==> src/rtl/memif_pkg.sv <==
// Shared types, client base addresses and byte-lane helpers for the SDRAM arbiter.
package memif_pkg;

   typedef enum logic [2:0] {
      IDLE   = 3'd0,
      ISSUE  = 3'd1,
      ACCEPT = 3'd2,
      BUSY   = 3'd3,
      ACK    = 3'd4
   } arb_state_e;

   // Client base addresses used to form CH_ADDR
   localparam logic [24:0] ROM_BASE_A  = 25'h000_0000;
   localparam logic [24:0] RAM_BASE_A  = 25'h010_0000;
   localparam logic [24:0] SRAM_BASE_A = 25'h080_0000;
   localparam logic [24:0] BMP_BASE_A  = 25'h100_0000;

   function automatic logic [3:0] byte_lane_be(input logic a0);
      return {2'b00, a0, ~a0};
   endfunction

   function automatic logic [7:0] byte_lane_sel(input logic [31:0] d, input logic a0);
      return a0 ? d[15:8] : d[7:0];
   endfunction

endpackage

==> src/rtl/memif_arb_pick.sv <==
// Combinational grant selector; round-robin from ptr when MEMIF_SDRAM_ARB_RR_EN is defined,
// otherwise fixed priority with the lowest index winning.
module memif_arb_pick #(
   parameter int unsigned NCH = 4,
   parameter int unsigned IW  = 2
) (
   input  logic [NCH-1:0] req,
`ifdef MEMIF_SDRAM_ARB_RR_EN
   input  logic [IW-1:0]  ptr,
`endif
   output logic [NCH-1:0] gnt_c,
   output logic [IW-1:0]  idx_c,
   output logic           any_c
);

   int unsigned j;

   always_comb begin
      any_c = 1'b0;
      idx_c = '0;
      j     = 0;
      for (int unsigned k = 0; k < NCH; k++) begin
`ifdef MEMIF_SDRAM_ARB_RR_EN
         j = 32'(ptr) + k;
         if (j >= NCH) j = j - NCH;
`else
         j = k;
`endif
         if (!any_c && req[j]) begin
            any_c = 1'b1;
            idx_c = IW'(j);
         end
      end
      gnt_c = any_c ? (NCH'(1) << idx_c) : '0;
   end

endmodule

==> src/rtl/memif_sdram_arb.sv <==
// N-channel request/ack arbiter in front of one MiSTer SDRAM controller port.
// Define MEMIF_SDRAM_ARB_RR_EN for round-robin; default build is fixed priority.
module memif_sdram_arb
   import memif_pkg::*;
#(
   parameter int unsigned    NCH     = 4,
   parameter int unsigned    AW      = 25,
   parameter int unsigned    DW      = 32,
   parameter logic [NCH-1:0] CH_BYTE = NCH'(4'b1100)
) (
   input  logic              SDRAM_CLK,
   input  logic              SDRAM_RST,
   input  logic [NCH-1:0]    CH_REQ,
   input  logic [NCH-1:0]    CH_WE,
   input  logic [NCH*AW-1:0] CH_ADDR,
   input  logic [NCH*DW-1:0] CH_DI,
   input  logic [NCH*4-1:0]  CH_BE,
   output logic [NCH-1:0]    CH_ACK,
   output logic [NCH*DW-1:0] CH_DO,
   output logic              SDRAM_CLKREF,
   output logic [AW-1:0]     SDRAM_RADDR,
   output logic [AW-1:0]     SDRAM_WADDR,
   output logic [DW-1:0]     SDRAM_DIN,
   output logic [3:0]        SDRAM_BE,
   output logic              SDRAM_RD,
   output logic              SDRAM_WE,
   input  logic              SDRAM_RD_RDY,
   input  logic              SDRAM_WE_RDY,
   input  logic [DW-1:0]     SDRAM_DOUT
);

   localparam int unsigned IW = (NCH > 1) ? $clog2(NCH) : 1;

   arb_state_e        state_q, state_d;
   logic [IW-1:0]     g_q;
   logic              we_q, byte_q;
   logic [AW-1:0]     addr_q;
   logic [DW-1:0]     din_q;
   logic [3:0]        be_q;
   logic [NCH-1:0]    ack_q;
   logic [NCH*DW-1:0] do_q;

   logic [NCH-1:0]    gnt_c;
   logic [IW-1:0]     gidx_c;
   logic              any_c, byte_c, rdy_c;
   logic              grant_c, strobe_c, done_c;

`ifdef MEMIF_SDRAM_ARB_RR_EN
   logic [IW-1:0]     ptr_q;

   always_ff @(posedge SDRAM_CLK or posedge SDRAM_RST) begin
      if (SDRAM_RST)    ptr_q <= '0;
      else if (grant_c) ptr_q <= (32'(gidx_c) == NCH - 1) ? '0 : gidx_c + IW'(1);
   end
`endif

   memif_arb_pick #(.NCH(NCH), .IW(IW)) u_pick (
      .req   (CH_REQ),
`ifdef MEMIF_SDRAM_ARB_RR_EN
      .ptr   (ptr_q),
`endif
      .gnt_c (gnt_c),
      .idx_c (gidx_c),
      .any_c (any_c)
   );

   assign byte_c = |(gnt_c & CH_BYTE);
   assign rdy_c  = we_q ? SDRAM_WE_RDY : SDRAM_RD_RDY;

   always_ff @(posedge SDRAM_CLK or posedge SDRAM_RST) begin
      if (SDRAM_RST) state_q <= IDLE;
      else           state_q <= state_d;
   end

   always_comb begin
      state_d  = state_q;
      grant_c  = 1'b0;
      strobe_c = 1'b0;
      done_c   = 1'b0;
      unique case (state_q)
         IDLE:    if (any_c && !(|ack_q)) begin
                     grant_c = 1'b1;
                     state_d = ISSUE;
                  end
         ISSUE:   if (rdy_c) begin
                     strobe_c = 1'b1;
                     state_d  = ACCEPT;
                  end
         // Controller drops RDY for one cycle after accepting a command
         ACCEPT:  state_d = BUSY;
         BUSY:    if (rdy_c) begin
                     done_c  = 1'b1;
                     state_d = ACK;
                  end
         ACK:     state_d = IDLE;
         default: state_d = IDLE;
      endcase
   end

   // Grant-time latch of the transaction and completion-time read capture
   always_ff @(posedge SDRAM_CLK or posedge SDRAM_RST) begin
      if (SDRAM_RST) begin
         g_q    <= '0;
         we_q   <= 1'b0;
         byte_q <= 1'b0;
         addr_q <= '0;
         din_q  <= '0;
         be_q   <= '0;
         ack_q  <= '0;
         do_q   <= '0;
      end else begin
         ack_q <= '0;
         if (grant_c) begin
            g_q    <= gidx_c;
            we_q   <= CH_WE[gidx_c];
            byte_q <= byte_c;
            addr_q <= CH_ADDR[gidx_c*AW +: AW];
            din_q  <= byte_c ? DW'({4{CH_DI[gidx_c*DW +: 8]}}) : CH_DI[gidx_c*DW +: DW];
            be_q   <= byte_c ? byte_lane_be(CH_ADDR[gidx_c*AW]) : CH_BE[gidx_c*4 +: 4];
         end
         if (done_c) begin
            ack_q[g_q] <= 1'b1;
            if (!we_q)
               do_q[g_q*DW +: DW] <= byte_q ? DW'(byte_lane_sel(32'(SDRAM_DOUT), addr_q[0]))
                                            : SDRAM_DOUT;
         end
      end
   end

   assign SDRAM_CLKREF = |CH_REQ;
   assign SDRAM_RD     = strobe_c & ~we_q;
   assign SDRAM_WE     = strobe_c & we_q;
   assign SDRAM_RADDR  = addr_q;
   assign SDRAM_WADDR  = addr_q;
   assign SDRAM_DIN    = din_q;
   assign SDRAM_BE     = be_q;
   assign CH_ACK       = ack_q;
   assign CH_DO        = do_q;

endmodule

==> config.mk <==
export PLATFORM = sky130hd
export DESIGN_NAME = memif_sdram_arb
export DESIGN_NICKNAME = d
export VERILOG_FILES = /design/src/rtl/memif_pkg.sv /design/src/rtl/memif_arb_pick.sv /design/src/rtl/memif_sdram_arb.sv
export SDC_FILE = /design/constraint.sdc
export NUM_CORES = 1
export LEC_CHECK = 0
export CORE_ASPECT_RATIO = 0.6
export CORE_MARGIN = 2
export CORE_UTILIZATION = 30
export CTS_BUF_LIST = sky130_fd_sc_hd__clkbuf_8 sky130_fd_sc_hd__clkbuf_16
export DETAILED_ROUTE_END_ITERATION = 8
export HOLD_SLACK_MARGIN = 0.15
export PLACE_DENSITY_LB_ADDON = 0.2
export SETUP_SLACK_MARGIN = 0.05
export SLEW_MARGIN = 20
export SYNTH_ARGS = -nofsm -noshare
export SYNTH_HDL_FRONTEND = slang
export SYNTH_SLANG_ARGS = --single-unit
==> constraint.sdc <==
create_clock -name SDRAM_CLK -period 16.05 [get_ports SDRAM_CLK]
set_input_delay 3.21 -clock SDRAM_CLK [delete_from_list [all_inputs] [get_ports SDRAM_CLK]]
set_output_delay 3.21 -clock SDRAM_CLK [all_outputs]
set_load 0.01 [all_outputs]
==> results of run 1 <==
## per-layer routing
layer  wire (um)  GRT usage, %  up-vias  share of wire, %
met4         447          5.10        0               1.3
met3        1760          4.14       27               4.9
met5           0             0        -                 0
li1            -             -     4104                 -
met1       17400          30.4     4092                49
met2       16200          32.9      227                45
## cell type report
class                   count  area (um2)
repair buffers            458        4570
clock inverters            12         149
inverters                   8        42.5
well taps                 416         520
diodes                      1        2.50
multi-input cells         667        4030
flip-flops and latches    200        5000
fillers                  2971       16600
clock buffers              20         467
## per-stage QoR
| stage | std cells | cell area [um2] | hold WS (ns) | total power [mW] |
|---|---|---|---|---|
| floorplan | 965 | 9610 | 0.480 | 1.20 |
| global placement | 1749 | 14200 | 0.461 | 1.68 |
| detailed placement | 1749 | 14200 | 0.468 | 1.70 |
| CTS | 1781 | 14800 | 0.485 | 2.16 |
| global route | 1781 | 14800 | 0.507 | 2.26 |
| finish | 1782 | 14800 | 0.481 | 2.13 |
## logic make-up after synthesis
logic type	synth area share [%]
xor gates and xnor gates	0.0911
muxes	10.8
AOI/OAI and AO/OA	16.0
adders and majority gates	1.04
DFF	52.1
and+or+nand+nor	13.9
buffers and inverters	6.11
## Yosys cell counts (3+ instances only)
master,number
mux2i_1,72
o22a_1,33
o21ai_2,8
nand3b_1,3
buf_2,18
buf_4,33
dfrtp_1,200
buf_6,9
o31ai_1,24
a21oi_1,34
and2_1,4
ha_1,8
inv_1,6
nand2_1,236
mux2_2,28
nor3_1,7
o21ai_1,88
nor2_1,5
nand2b_1,27
o311ai_0,3
o21ai_0,51
nand2_2,3
clkbuf_1,30
## worst paths after layout
check                            from      endpoint
max                         CH_REQ[2]  SDRAM_CLKREF
min                        CH_DO[125]    CH_DO[125]
max in group asynchronous   SDRAM_RST     CH_DO[43]
min reg2reg                CH_DO[125]    CH_DO[125]
max reg2reg                      we_q     CH_DO[53]
min in group asynchronous   SDRAM_RST    CH_DO[102]
## state kept, by name, summed over array words and instances (netlist names)
name and count:
SDRAM_DIN 32, CH_DO 128, byte_q 1, SDRAM_BE 4, SDRAM_RADDR 25, we_q 1, state_q 3, CH_ACK 4
g_q 2
## where the power goes
group | total [mW] | switching [mW] | internal (mW) | leakage (nW)
clock network | 0.456 | 0.220 | 0.235 | 0.304
registers | 0.751 | 0.0996 | 0.651 | 2.63
logic | 0.929 | 0.445 | 0.483 | 3.43
total | 2.13 | 0.765 | 1.37 | 6.36
## worst max-delay path, delay by kind of cell
family                 cells  cell delay, ns
buffers and inverters      2            1.17
and+or+nand+nor            1            0.61
==> metrics.md, run 1 <==
| Metric | Value |
|---|---|
| GRT overflow | 0 |
| DRC errors left | 0 |
| Vias in the first global route | between 8000 and 9000 |
| Worst path slowest cell | clkdlybuf4s50_1 |
| Status | complete, no violations |
| Row count | 50 |
| Via count | 8450 |
| Commonest non-fill, non-tap cell in the layout | clkdlybuf4s50_1 |
| Post-route core utilization | 47.2% |
| CTS Buf Count | 17 |
| Post-DR wirelength/cell | 20.1 um |
| Fin. Hold Viols | 0 |
| Global-route wire length before repair | 53400 um |
| Syn_nets | 1261 |
| Die height | 143 um |
| Crit-path cells | clkdlybuf4s50_1 > or4_4 > clkdlybuf4s50_1 |
| WHS Path Cells | 2 |
| H-tree depth | 4 |
| RSZ-0062 raised after global routing | false |
| Worst setup path class | primary input to output port |
| Initial core utilization | 30.7% |
| Cells after synthesis | 965 |
| Worst hold path class | register to register |
| Worst EP arrival | 5.01 ns |
| Yosys top cell area share | 52.1% |
| Worst skew pair latency | 0.45 ns |
| Clock sinks | 200 |
| Mean Syn Cell Area | 9.96 um2 |
| PostCTS Resize Cnt | 0 |
| CP required | 12.84 ns |
| Synthesized cell area | 9610 um2 |
| Initial drt markers | 561 |
| R2R Setup Slk | 13.24 ns |
| IO Pins | roughly 500 |
| Final nets | 1648 |
| Slew @ Worst Pin | 1.04 ns |
| GP Congestion | about 0.80 |
| R2R depth | 5 |
| Asr flop ratio synth | 100% |
| Max Cap Violations | 0 |
| Most frequent cells in the layout | clkdlybuf4s50_1, nand2_1, dfrtp_1, o21ai_1, mux2i_1 |
| Startpoint Class | primary input |
| Leak pwr | around 6.4 nW |
| Synth Warn # | 0 |
| Max IR drop VDD | between 0.06 and 0.07 mV |
| Largest net degree at the start of global routing | 128 |
| Clk_skew | about 0.012 ns |
| Worst-path fanout max | 14 |
| Area leader, netlist | dfrtp_1 |
| Number of enable flip-flop cells after synthesis | 0 |
| Tot GR Track Use | between 20% and 30% |
| Initial antenna violation count | 0 |
| Place WS | 7.82 ns |
| Cts hold-fix bufs | 0 |
| Max_slew headroom | between 30% and 40% |
| Finish-stage setup viols | 0 |
| Drt total wl | between 30000 and 40000 um |
| Initial DRT Pass Iterations | 4 |
| Layout cells sized above 1 | 6.74% |
| Flops & latches, synth | 200 |
| Port Buffers | between 400 and 500 |
| CP Capture Type | output port |
| Detail Route Antenna Nets | 0 |
| Final Critical Period | 8.22 ns |
| TNS Setup | 0 ns |
| Final worst path period share | between 50% and 60% |
| Reg clk slew, reported paths | roughly 0.070 ns |
| Die area | 33500 um2 |
| Core area | 31300 um2 |
| Postcts setup bufs | 0 |
| Pwr dens | 144 nW/um2 |
| Sequential element share of the synthesized area | 52.1% |
| CTS tree | done |
| Root Buffer | clkbuf_16 |
| Synth area leaders | dfrtp_1, nand2_1, mux2i_1 |
| Top FF cell, synth | dfrtp_1 |
| DP HPWL | approximately 26000 um |
| CP max stage delay | 0.63 ns |
| CTS max path bufs | 2 |
| Yosys cell types | between 40 and 50 |
| Setup ws final | 7.83 ns |
| Vias per Instance | 4.74 |
| Fmax | 0.122 GHz |
| Slew Limit Fails | 0 |
| Chip width | ~240 um |
| P&R area growth vs syn | 53.8% |
| Cell mode on critical path | clkdlybuf4s50_1 |
No activity file was read; power rests on OpenSTA's default activity.
==> run 2, diff against run 1 <==
==> constraint.sdc (replaced) <==
create_clock -name SDRAM_CLK -period 7.8 [get_ports SDRAM_CLK]
set_input_delay 1.56 -clock SDRAM_CLK [delete_from_list [all_inputs] [get_ports SDRAM_CLK]]
set_output_delay 1.56 -clock SDRAM_CLK [all_outputs]
set_load 0.01 [all_outputs]
==> run 2 against run 1 <==
  * Critical path depth unchanged
  * Hold slack got worse by 0.0016 ns
  * Wire length is 0.39% higher
  * Design area shrank 0.11%
  * Highest routed layer unchanged
==> metrics.md, run 2 (same netlist as run 1, synthesis figures left out) <==
| Metric | Value |
|---|---|
| Vias in the first global route | 8475 |
| Final nets | 1649 |
| Startpoint Class | primary input |
| Pwr dens | 296 nW/um2 |
| PostCTS Resize Cnt | 0 |
| GRT overflow | 0 |
| Post-DR wirelength/cell | 20.1 um |
| Postcts setup bufs | 0 |
| Root Buffer | clkbuf_16 |
| Drt total wl | 35900 um |
| Status | complete, no violations |
| R2R depth | 5 |
| Placed cells | 1750 |
| Worst-path fanout max | 14 |
| Initial core utilization | 30.7% |
| Initial DRT Pass Iterations | 6 |
| Via count | 8426 |
| Place WS | around 2.6 ns |
| Max FFs per register | about 130 |
| Final worst path period share | 63.2% |
| CP Capture Type | output port |
| Cts hold-fix bufs | 0 |
| Fmax | 0.203 GHz |
| Most frequent cells in the layout | clkdlybuf4s50_1, nand2_1, dfrtp_1, o21ai_1, mux2i_1 |
| Initial antenna violation count | 0 |
| Leak pwr | 6.36 nW |
| R2R Setup Slk | between 5 and 6 ns |
| Setup ws final | 2.87 ns |
| Max_slew headroom | 27.1% |
| Chip width | 235 um |
| Initial drt markers | 373 |
| DRC errors left | 0 |
| Slew @ Worst Pin | 1.09 ns |
| Port Buffers | roughly 450 |
| Worst r2r src | we_q |
| Worst Setup SP | CH_REQ[0] |
| Hold Slack | 0.480 ns |
| Fin area | 14800 um2 |
| Die area | around 34000 um2 |
| CTS max path bufs | 2 |
| Clk_skew | ~0.012 ns |
| Max Cap Violations | 0 |
| Worst setup path class | primary input to output port |
| P&R area growth vs syn | 53.6% |
| Commonest non-fill, non-tap cell in the layout | clkdlybuf4s50_1 |
| Fin. Hold Viols | 0 |
| HP Start | CH_DO[2] |
| Worst EP arrival | 3.37 ns |
| Vias per Instance | between 4 and 5 |
| H-tree depth | 4 |
| Worst skew pair latency | 0.44 ns |
| Row count | 50 |
| IO Pins | 509 |
| Worst hold path class | register to register |
| Total power | approximately 4.4 mW |
| DP HPWL | ~26000 um |
| CP required | 6.24 ns |
| Largest net degree at the start of global routing | 100 |
| Detail Route Antenna Nets | 0 |
| Cell Area, Placed | 14200 um2 |
| Die height | 143 um |
| Final Critical Period | 4.93 ns |
| Finish-stage setup viols | 0 |
| TNS Setup | 0 ns |
| GP Congestion | 0.794 |
| Tot GR Track Use | 21.5% |
| Layout cells sized above 1 | under 10% |
| Reg clk slew, reported paths | about 0.08 ns |
| CTS Buf Count | 17 |
| Max IR drop VDD | 0.162 mV |
| RSZ-0062 raised after global routing | false |
| CTS tree | done |
| RR Endpoint | CH_DO[104] |
| Core area | 31300 um2 |
| Clock sinks | 200 |
| Slew Limit Fails | 0 |
| Final cell count without fillers | approximately 1800 |
| Crit path capture | SDRAM_CLKREF |
| Post-route core utilization | between 40% and 50% |
| Global-route wire length before repair | 54500 um |
[run 2: changes by cell type in the layout (fill, tap and decap cells not counted)]
cell	change
inv_8	-2
clkinv_2	+2
inv_1	+2
buf_4	+1
clkbuf_8	-3
bufinv_16	+1
inv_6	+1
clkinv_8	-1
[run 2: area by class of cell]
class                           instances  area [um2]
Timing Repair Buffer                  459        4580
Clock inverter                         15         166
Tap cell                              416         520
Multi-Input combinational cell        667        4030
Clock buffer                           17         425
Fill cell                            2991       16600
Antenna cell                            1        2.50
Sequential cell                       200        5000
Inverter                                8        42.5
[run 2: power breakdown]
| group | leakage [nW] | internal (mW) | switching [mW] |
|---|---|---|---|
| Sequential | 2.63 | 1.34 | 0.204 |
| Combinational | 3.43 | 0.995 | 0.909 |
| Clock | 0.300 | 0.481 | 0.437 |
[run 2: critical path, cell delays in order]
cell and delay [ns]:
clkdlybuf4s50_1 0.61, or4_4 0.64, clkdlybuf4s50_1 0.56
[run 2: routing by layer]
metal	vias to the layer above	part of all wire [%]	routed length (um)	global-route usage [%]
met5	-	0	0	0
met3	24	5.2	1880	5.12
met4	0	1.1	390	4.66
met1	4058	48	17200	30.1
li1	4098	-	-	-
met2	246	46	16400	33.9
[run 2: how the worst min path moves through the flow]
stage | slack (ns) | depth (start not counted) | end
6_report | 0.48 | 2 | CH_DO[2]
5_1_grt | 0.50 | 2 | CH_DO[107]
4_1_cts | 0.48 | 2 | CH_DO[2]
3_5_place_dp | 0.46 | 2 | CH_DO[2]
3_3_place_gp | 0.46 | 2 | CH_DO[24]
2_1_floorplan | 0.48 | 1 | state_q[1]
